`config.mk`:
```
export PLATFORM = sky130hd
export DESIGN_NAME = ddr2_traffic_gen_flat
export DESIGN_NICKNAME = d
export VERILOG_FILES = /design/src/rtl/ddr2_traffic_gen_if.sv /design/src/rtl/ddr2_traffic_gen.sv /design/src/flat_wrapper.sv
export SDC_FILE = /design/constraint.sdc
export NUM_CORES = 1
export LEC_CHECK = 0
export CORE_MARGIN = 2
export CORE_UTILIZATION = 45
export CTS_CLUSTER_SIZE = 30
export DETAILED_ROUTE_END_ITERATION = 7
export PLACE_DENSITY = 0.76
export SYNTH_ARGS = -nofsm -noshare
export SYNTH_HDL_FRONTEND = slang
export SYNTH_SLANG_ARGS = --single-unit
```
`constraint.sdc`:
```
create_clock -name i_clk -period 3.8 [get_ports i_clk]
set_clock_uncertainty 0.2 [all_clocks]
set_input_delay 0.38 -clock i_clk [delete_from_list [all_inputs] [get_ports i_clk]]
set_output_delay 0.38 -clock i_clk [all_outputs]
set_load 0.02 [all_outputs]
```
`src/rtl/ddr2_traffic_gen_if.sv`:
```
// Host-port bundle between the traffic generator (master) and the ddr2 controller (slave).
interface ddr2_traffic_gen_if #(
  parameter int unsigned ADDR_W = 25,
  parameter int unsigned DATA_W = 16
);
  logic [2:0]        cmd;
  logic [1:0]        sz;
  logic [2:0]        op;
  logic [DATA_W-1:0] din;
  logic [ADDR_W-1:0] addr;
  logic              fetching;
  logic              notfull;
  logic [6:0]        fillcount;
  logic              validout;
  logic [DATA_W-1:0] dout;
  logic [ADDR_W-1:0] raddr;

  modport master (
    output cmd, sz, op, din, addr, fetching,
    input  notfull, fillcount, validout, dout, raddr
  );

  modport slave (
    input  cmd, sz, op, din, addr, fetching,
    output notfull, fillcount, validout, dout, raddr
  );
endinterface

```
`src/rtl/ddr2_traffic_gen.sv`:
```
// Self-checking ddr2 host-port traffic generator: writes NUM_OPS pattern words, reads them back, checks returns.
// Optional macro TG_THROTTLE_EN: also hold off issue while FILLCOUNT >= FILL_HI.
module ddr2_traffic_gen #(
  parameter int unsigned        ADDR_W    = 25,
  parameter int unsigned        DATA_W    = 16,
  parameter int unsigned        NUM_OPS   = 64,
  parameter logic [ADDR_W-1:0]  BASE_ADDR = '0,
  parameter int unsigned        STRIDE    = 1,
  parameter logic [DATA_W-1:0]  SEED      = DATA_W'(16'hA5A5),
  parameter int unsigned        TIMEOUT   = 4096,
  parameter int unsigned        FILL_HI   = 56
) (
  input  logic                 i_clk,
  input  logic                 i_reset,
  input  logic                 i_start,
  input  logic                 i_mode,
  input  logic                 i_ready,
  ddr2_traffic_gen_if.master   bus,
  output logic                 o_busy,
  output logic                 o_done,
  output logic                 o_pass,
  output logic [15:0]          o_err_count,
  output logic [ADDR_W-1:0]    o_first_err_addr
);
  localparam int unsigned CNT_W = $clog2(NUM_OPS + 1);
  localparam int unsigned WD_W  = $clog2(TIMEOUT + 1);
  localparam logic [CNT_W-1:0] LAST_OP = CNT_W'(NUM_OPS - 1);
  localparam logic [CNT_W-1:0] ALL_OPS = CNT_W'(NUM_OPS);
  localparam logic [WD_W-1:0]  WD_LAST = WD_W'(TIMEOUT - 1);
  localparam logic [2:0] CMD_NOP = 3'b000;
  localparam logic [2:0] CMD_RD  = 3'b001;
  localparam logic [2:0] CMD_WR  = 3'b010;

  typedef enum logic [2:0] {S_IDLE, S_WRITE, S_READ, S_DRAIN, S_DONE} state_t;

  state_t            r_state;
  logic [2:0]        r_cmd;
  logic              r_valid;
  logic [DATA_W-1:0] r_din;
  logic [ADDR_W-1:0] r_addr;
  logic              r_mode;
  logic [CNT_W-1:0]  r_idx;
  logic [CNT_W-1:0]  r_rd_seen;
  logic [WD_W-1:0]   r_wdog;
  logic              r_err_seen;
  logic              r_busy, r_done, r_pass;
  logic [15:0]       r_err_count;
  logic [ADDR_W-1:0] r_first_err_addr;

  logic              w_issue_ok, w_accept, w_checking, w_ret, w_mismatch, w_rd_done, w_launch;
  logic [CNT_W-1:0]  w_rd_nxt;
  logic [15:0]       w_err_nxt;
  logic [ADDR_W-1:0] w_addr_nxt;

  // Expected data depends only on the address, so out-of-order returns check cleanly.
  function automatic logic [DATA_W-1:0] pattern(input logic [ADDR_W-1:0] a, input logic m);
    logic [15:0] mix;
    mix = {a[7:0], ~a[7:0]};
    return (m ? DATA_W'(mix) : a[DATA_W-1:0]) ^ SEED;
  endfunction

`ifdef TG_THROTTLE_EN
  assign w_issue_ok = bus.notfull && (bus.fillcount < 7'(FILL_HI));
`else
  logic w_unused_fill;
  assign w_unused_fill = ^bus.fillcount;
  assign w_issue_ok    = bus.notfull;
`endif

  always_comb begin
    w_accept   = r_valid && w_issue_ok;
    w_checking = (r_state == S_READ) || (r_state == S_DRAIN);
    w_ret      = w_checking && bus.validout;
    w_mismatch = w_ret && (bus.dout != pattern(bus.raddr, r_mode));
    w_rd_nxt   = r_rd_seen + CNT_W'(w_ret);
    w_err_nxt  = (w_mismatch && (r_err_count != 16'hFFFF)) ? r_err_count + 16'd1 : r_err_count;
    w_rd_done  = (w_rd_nxt == ALL_OPS);
    w_launch   = i_start && (((r_state == S_IDLE) && i_ready) || (r_state == S_DONE));
    w_addr_nxt = r_addr + ADDR_W'(STRIDE);
  end

  always_ff @(posedge i_clk) begin
    if (i_reset) begin
      r_state          <= S_IDLE;
      r_cmd            <= CMD_NOP;
      r_valid          <= 1'b0;
      r_din            <= '0;
      r_addr           <= '0;
      r_mode           <= 1'b0;
      r_idx            <= '0;
      r_rd_seen        <= '0;
      r_wdog           <= '0;
      r_err_seen       <= 1'b0;
      r_busy           <= 1'b0;
      r_done           <= 1'b0;
      r_pass           <= 1'b0;
      r_err_count      <= '0;
      r_first_err_addr <= '0;
    end else begin
      if (w_checking) begin
        r_rd_seen   <= w_rd_nxt;
        r_err_count <= w_err_nxt;
        if (w_mismatch && !r_err_seen) begin
          r_err_seen       <= 1'b1;
          r_first_err_addr <= bus.raddr;
        end
      end
      case (r_state)
        S_IDLE, S_DONE: begin
          if (w_launch) begin
            r_state          <= S_WRITE;
            r_mode           <= i_mode;
            r_cmd            <= CMD_WR;
            r_valid          <= 1'b1;
            r_addr           <= BASE_ADDR;
            r_din            <= pattern(BASE_ADDR, i_mode);
            r_idx            <= '0;
            r_rd_seen        <= '0;
            r_wdog           <= '0;
            r_err_seen       <= 1'b0;
            r_busy           <= 1'b1;
            r_done           <= 1'b0;
            r_pass           <= 1'b0;
            r_err_count      <= '0;
            r_first_err_addr <= '0;
          end
        end
        S_WRITE: begin
          if (w_accept) begin
            if (r_idx == LAST_OP) begin
              r_state <= S_READ;
              r_idx   <= '0;
              r_addr  <= BASE_ADDR;
              r_cmd   <= CMD_RD;
            end else begin
              r_idx  <= r_idx + CNT_W'(1);
              r_addr <= w_addr_nxt;
              r_din  <= pattern(w_addr_nxt, r_mode);
            end
          end
        end
        S_READ: begin
          if (w_accept) begin
            if (r_idx == LAST_OP) begin
              r_state <= S_DRAIN;
              r_valid <= 1'b0;
              r_cmd   <= CMD_NOP;
              r_wdog  <= '0;
            end else begin
              r_idx  <= r_idx + CNT_W'(1);
              r_addr <= w_addr_nxt;
            end
          end
        end
        S_DRAIN: begin
          // Watchdog counts consecutive cycles without a return.
          if (w_rd_done) begin
            r_state <= S_DONE;
            r_busy  <= 1'b0;
            r_done  <= 1'b1;
            r_pass  <= (w_err_nxt == 16'd0);
          end else if (bus.validout) begin
            r_wdog <= '0;
          end else if (r_wdog == WD_LAST) begin
            r_state <= S_DONE;
            r_busy  <= 1'b0;
            r_done  <= 1'b1;
            r_pass  <= 1'b0;
          end else begin
            r_wdog <= r_wdog + WD_W'(1);
          end
        end
        default: r_state <= S_IDLE;
      endcase
    end
  end

  assign bus.cmd          = r_cmd;
  assign bus.sz           = 2'b00;
  assign bus.op           = 3'b000;
  assign bus.din          = r_din;
  assign bus.addr         = r_addr;
  assign bus.fetching     = w_accept;
  assign o_busy           = r_busy;
  assign o_done           = r_done;
  assign o_pass           = r_pass;
  assign o_err_count      = r_err_count;
  assign o_first_err_addr = r_first_err_addr;
endmodule

```
`src/flat_wrapper.sv`:
```
// flat-port wrapper written by rule: the top's interface ports become plain ports
module ddr2_traffic_gen_flat 
#(
  parameter int unsigned        ADDR_W    = 25,
  parameter int unsigned        DATA_W    = 16,
  parameter int unsigned        NUM_OPS   = 64,
  parameter logic [ADDR_W-1:0]  BASE_ADDR = '0,
  parameter int unsigned        STRIDE    = 1,
  parameter logic [DATA_W-1:0]  SEED      = DATA_W'(16'hA5A5),
  parameter int unsigned        TIMEOUT   = 4096,
  parameter int unsigned        FILL_HI   = 56
)
  (i_clk, i_reset, i_start, i_mode, i_ready, o_busy, o_done, o_pass, o_err_count, o_first_err_addr, bus_cmd, bus_sz, bus_op, bus_din, bus_addr, bus_fetching, bus_notfull, bus_fillcount, bus_validout, bus_dout, bus_raddr);
  ddr2_traffic_gen_if #(.ADDR_W(ADDR_W), .DATA_W(DATA_W)) bus_i ();
  input  logic i_clk;
  input  logic i_reset;
  input  logic i_start;
  input  logic i_mode;
  input  logic i_ready;
  output logic o_busy;
  output logic o_done;
  output logic o_pass;
  output logic [15:0] o_err_count;
  output logic [ADDR_W-1:0] o_first_err_addr;
  output wire logic [$bits(bus_i.cmd)-1:0] bus_cmd;
  output wire logic [$bits(bus_i.sz)-1:0] bus_sz;
  output wire logic [$bits(bus_i.op)-1:0] bus_op;
  output wire logic [$bits(bus_i.din)-1:0] bus_din;
  output wire logic [$bits(bus_i.addr)-1:0] bus_addr;
  output wire logic [$bits(bus_i.fetching)-1:0] bus_fetching;
  input wire logic [$bits(bus_i.notfull)-1:0] bus_notfull;
  input wire logic [$bits(bus_i.fillcount)-1:0] bus_fillcount;
  input wire logic [$bits(bus_i.validout)-1:0] bus_validout;
  input wire logic [$bits(bus_i.dout)-1:0] bus_dout;
  input wire logic [$bits(bus_i.raddr)-1:0] bus_raddr;
  assign bus_cmd = bus_i.cmd;
  assign bus_sz = bus_i.sz;
  assign bus_op = bus_i.op;
  assign bus_din = bus_i.din;
  assign bus_addr = bus_i.addr;
  assign bus_fetching = bus_i.fetching;
  assign bus_i.notfull = bus_notfull;
  assign bus_i.fillcount = bus_fillcount;
  assign bus_i.validout = bus_validout;
  assign bus_i.dout = bus_dout;
  assign bus_i.raddr = bus_raddr;
  ddr2_traffic_gen #(.ADDR_W(ADDR_W), .DATA_W(DATA_W), .NUM_OPS(NUM_OPS), .BASE_ADDR(BASE_ADDR), .STRIDE(STRIDE), .SEED(SEED), .TIMEOUT(TIMEOUT), .FILL_HI(FILL_HI)) u_core (.i_clk(i_clk), .i_reset(i_reset), .i_start(i_start), .i_mode(i_mode), .i_ready(i_ready), .bus(bus_i), .o_busy(o_busy), .o_done(o_done), .o_pass(o_pass), .o_err_count(o_err_count), .o_first_err_addr(o_first_err_addr));
endmodule
```
==> flow_metrics.tcl <==
set metrics [dict create \
    outcome "complete, no violations" \
    dp.final_hpwl_mm 10.85 \
    crit_buf_inv 1 \
    vias_per_cell 5.222 \
    wirelength_mm 15.53 \
    synth-seq-cells 120 \
    fmaxAchievable_mhz 306.5 \
    crit_family "simple AND/OR/NAND/NOR gates" \
    worst_slack_ns 0.5378 \
    antenna_found_initial 0 \
    reg2reg_slack_ns 0.54 \
    fin_util_pct 61.98 \
    hold_class "register to register" \
    min_from "u_core.bus.din[5]$_SDFFE_PP0P_" \
    h-tree-depth 4 \
    gp_congestion 0.8491 \
    fin_cells 1080 \
    grt_max_degree 51 \
    rows 42 \
    r2r_start "u_core.r_state[2]$_SDFFE_PP0P_" \
    dp_worst_setup_slack_ns 0.2884 \
    timing.rr.end "u_core.r_wdog[11]$_SDFFE_PP0P_" \
    synth_edf_count 0 \
    ant_nets 0 \
    finish.net_count 952 \
    postCtsSetupRepairBufs 0 \
    reg2regPathDepth 12 \
    cts_buffers 17 \
    ys_top_cells_by_area "dfxtp_1, xor2_1, nor2_1, nand2_1, a21oi_1" \
    cts-resized-gates 0 \
    synthToLayoutAreaGrowth_pct 33.04 \
    grt_pass1_vias 5146 \
    first_pass_iters 5 \
    die-height_um 121.6 \
    cp.required_ns 3.89 \
    critPathArrivalTime_ns 3.35 \
    ir_drop_mv 0.3226 \
    avgSynthCellArea_um2 8.065 \
    hold_buffers 0 \
    yosysTopAreaCell "dfxtp_1" \
    start_kind "register" \
    worst_pin_slew_ns 1.027 \
    dieArea_mm2 0.01478 \
    synth_cell_types 65 \
    synth_warnings 0 \
    fin_setup_tns_ns 0 \
    vias 5640 \
    root_buffer "clkbuf_16" \
    core-area_mm2 0.01335 \
    cts_tree "yes" \
    rsz0062_at_grt "no" \
    total_leakage_power_nw 2.986 \
    ios 149 \
    cts_sinks 120 \
    fin_crit_ns 3.262 \
    clk_pin_slew_ns 0.05 \
    cap_violations 0 \
    ys_async_sr_fraction_pct 0 \
    antenna_cells 0 \
    fill_cells 1174 \
    slowest_stage "dfxtp_1" \
    syn_area_mm2 0.006218 \
    port_buffers 135 \
    dp.cells 1048 \
    die_x_um 121.6 \
    fin_crit_sh_pct 85.85 \
    crit_type "register to register" \
    drc 0 \
    track_usage_pct 21.23 \
    wl_per_cell_um 14.38 \
    grt_pass1_wl_mm 25.16 \
    setup_violations 0 \
    ys_seq_area_share_pct 38.63 \
    path_cells "and2b_1, nand2_2, inv_1, ha_1, and4_1, mux2i_1, a2111oi_1, o31ai_2, o31a_2, nand4_1, xor2_1, nor2_1" \
    slew_viol_final 0 \
    path_max_fanout 13 \
    syn_inst 771 \
    drive_gt1_share_pct 7.190 \
    synthFlopType "dfxtp_1" \
    hold_path_end "u_core.bus.din[5]$_SDFFE_PP0P_" \
    hold_viol 0 \
    max_slew_margin_pct 31.52 \
    insertion_delay_ns 0.41 \
    endpoint_kind "register" \
    hold_depth 2 \
    dr.first_iter.drc_count 354 \
    clockBufferDepth 2 \
    p_per_area_mw_per_mm2 394.2 \
    grt-ovfl-total 0 \
    max_stage_delay_ns 0.39 \
    synth_top_area_share_pct 38.63 \
    initial_utilization_pct 46.59 \
]
## worst reg2reg max path: stages, from the launching register on
cell and delay (ns):
dfxtp_1 0.39, and2b_1 0.39, nand2_2 0.19, inv_1 0.20, ha_1 0.20, and4_1 0.23, mux2i_1 0.24, a2111oi_1 0.08
o31ai_2 0.28, o31a_2 0.36, nand4_1 0.16, xor2_1 0.17, nor2_1 0.05
## through the flow
step / total power, W / cell area [µm²] / hold slack, ns
floorplan: 0.001445 / 6237 / 0.2409
global placement: 0.001553 / 7630 / 0.2353
detailed placement: 0.001555 / 7630 / 0.2455
CTS: 0.003280 / 8272 / 0.2512
global route: 0.003378 / 8273 / 0.2618
finish: 0.003261 / 8273 / 0.2486
## synthesized netlist by cell type (5+ instances only)
cell type / number
nor3_1: 12
and2_1: 8
a21oi_1: 70
ha_1: 6
a211oi_1: 7
nor4_1: 5
nand3b_1: 9
nand3_1: 24
nand2_1: 101
o21ai_1: 6
mux2i_1: 9
o21ai_0: 21
xor2_1: 49
dfxtp_1: 120
nor2_1: 107
buf_4: 12
and4_1: 7
o211ai_1: 6
buf_2: 6
nand2b_1: 8
inv_1: 9
a22oi_1: 6
nand4_1: 16
xnor2_1: 37
clkbuf_1: 27
and3b_1: 5
or3_1: 7
nor3b_1: 5
and3_1: 13
## where the power goes
group	leakage [nW]	internal [W]	switching, W
logic	1.70	0.000109	0.000135
clock network	0.320	0.00118	0.000551
registers	0.969	0.00127	0.0000116
total	2.99	0.00256	0.000698
## flip-flops by register name, summed over array words and instances (netlist names)
register	flops
u_core.bus.addr	25
u_core.bus.cmd	2
u_core.bus.din	16
u_core.o_busy	1
u_core.o_done	1
u_core.o_err_count	16
u_core.o_first_err_addr	25
u_core.o_pass	1
u_core.r_err_seen	1
u_core.r_idx	7
u_core.r_mode	1
u_core.r_rd_seen	7
u_core.r_state	3
u_core.r_valid	1
u_core.r_wdog	13
## layout by cell type, fill, tap and decap left out, types with 7 or more instances in the layout
cell	synthesis	layout
nand4_1	16	16
and2_1	8	8
a21oi_1	70	70
buf_4	12	8
nor3_1	12	12
clkbuf_16	0	17
dfxtp_1	120	120
or3_1	7	7
nand3b_1	9	9
xor2_1	49	49
nor2_1	107	107
nand2_1	101	101
mux2i_1	9	9
and4_1	7	7
and3_1	13	13
nand2b_1	8	7
nand3_1	24	24
o21ai_0	21	21
xnor2_1	37	37
clkdlybuf4s50_1	0	134
inv_1	9	9
a211oi_1	7	7
## worst max-delay path by stage
stage                                     end                      startpoint  cells past startpoint
2_1_floorplan   u_core.r_wdog[3]$_SDFFE_PP0P_  u_core.r_state[1]$_SDFFE_PP0P_                     15
3_3_place_gp   u_core.r_wdog[11]$_SDFFE_PP0P_                    bus_validout                     12
3_5_place_dp   u_core.r_wdog[11]$_SDFFE_PP0P_                    bus_validout                     12
4_1_cts        u_core.r_wdog[11]$_SDFFE_PP0P_  u_core.r_state[2]$_SDFFE_PP0P_                     12
5_1_grt        u_core.r_wdog[11]$_SDFFE_PP0P_  u_core.r_state[2]$_SDFFE_PP0P_                     12
6_report       u_core.r_wdog[11]$_SDFFE_PP0P_  u_core.r_state[2]$_SDFFE_PP0P_                     12
## final cells by class
type / instances / area [µm²] / share of cell area (%)
Timing Repair Buffer: 143 / 1406 / 17.00
Tap cell: 176 / 220.2 / 2.662
Multi-Input combinational cell: 600 / 3568 / 43.13
Sequential cell: 120 / 2402 / 29.04
Clock buffer: 24 / 501.7 / 6.065
Clock inverter: 8 / 140.1 / 1.694
Inverter: 9 / 33.78 / 0.4083
## metal layers
layer	GRT usage (%)	wire [µm]	part of all wire, %	vias up
met3	4.869	677	4.4	18
met2	32.69	7164	46	138
met4	6.394	179	1.2	0
li1	-	-	-	2883
met5	0	0	0	-
met1	29.75	7509	48	2601
## kinds of logic (layout without fill, tap and decap cells)
family	Yosys count	in the layout	synth area share, %
other cells	1	6	0.06030
compound gates	140	140	13.58
xor+xnor	86	86	12.11
simple gates	352	352	28.37
fa+ha+maj	6	6	1.207
buf+inv	56	184	4.346
mux	10	10	1.690
flops	120	120	38.63
Power figures use the tool's default switching activity.
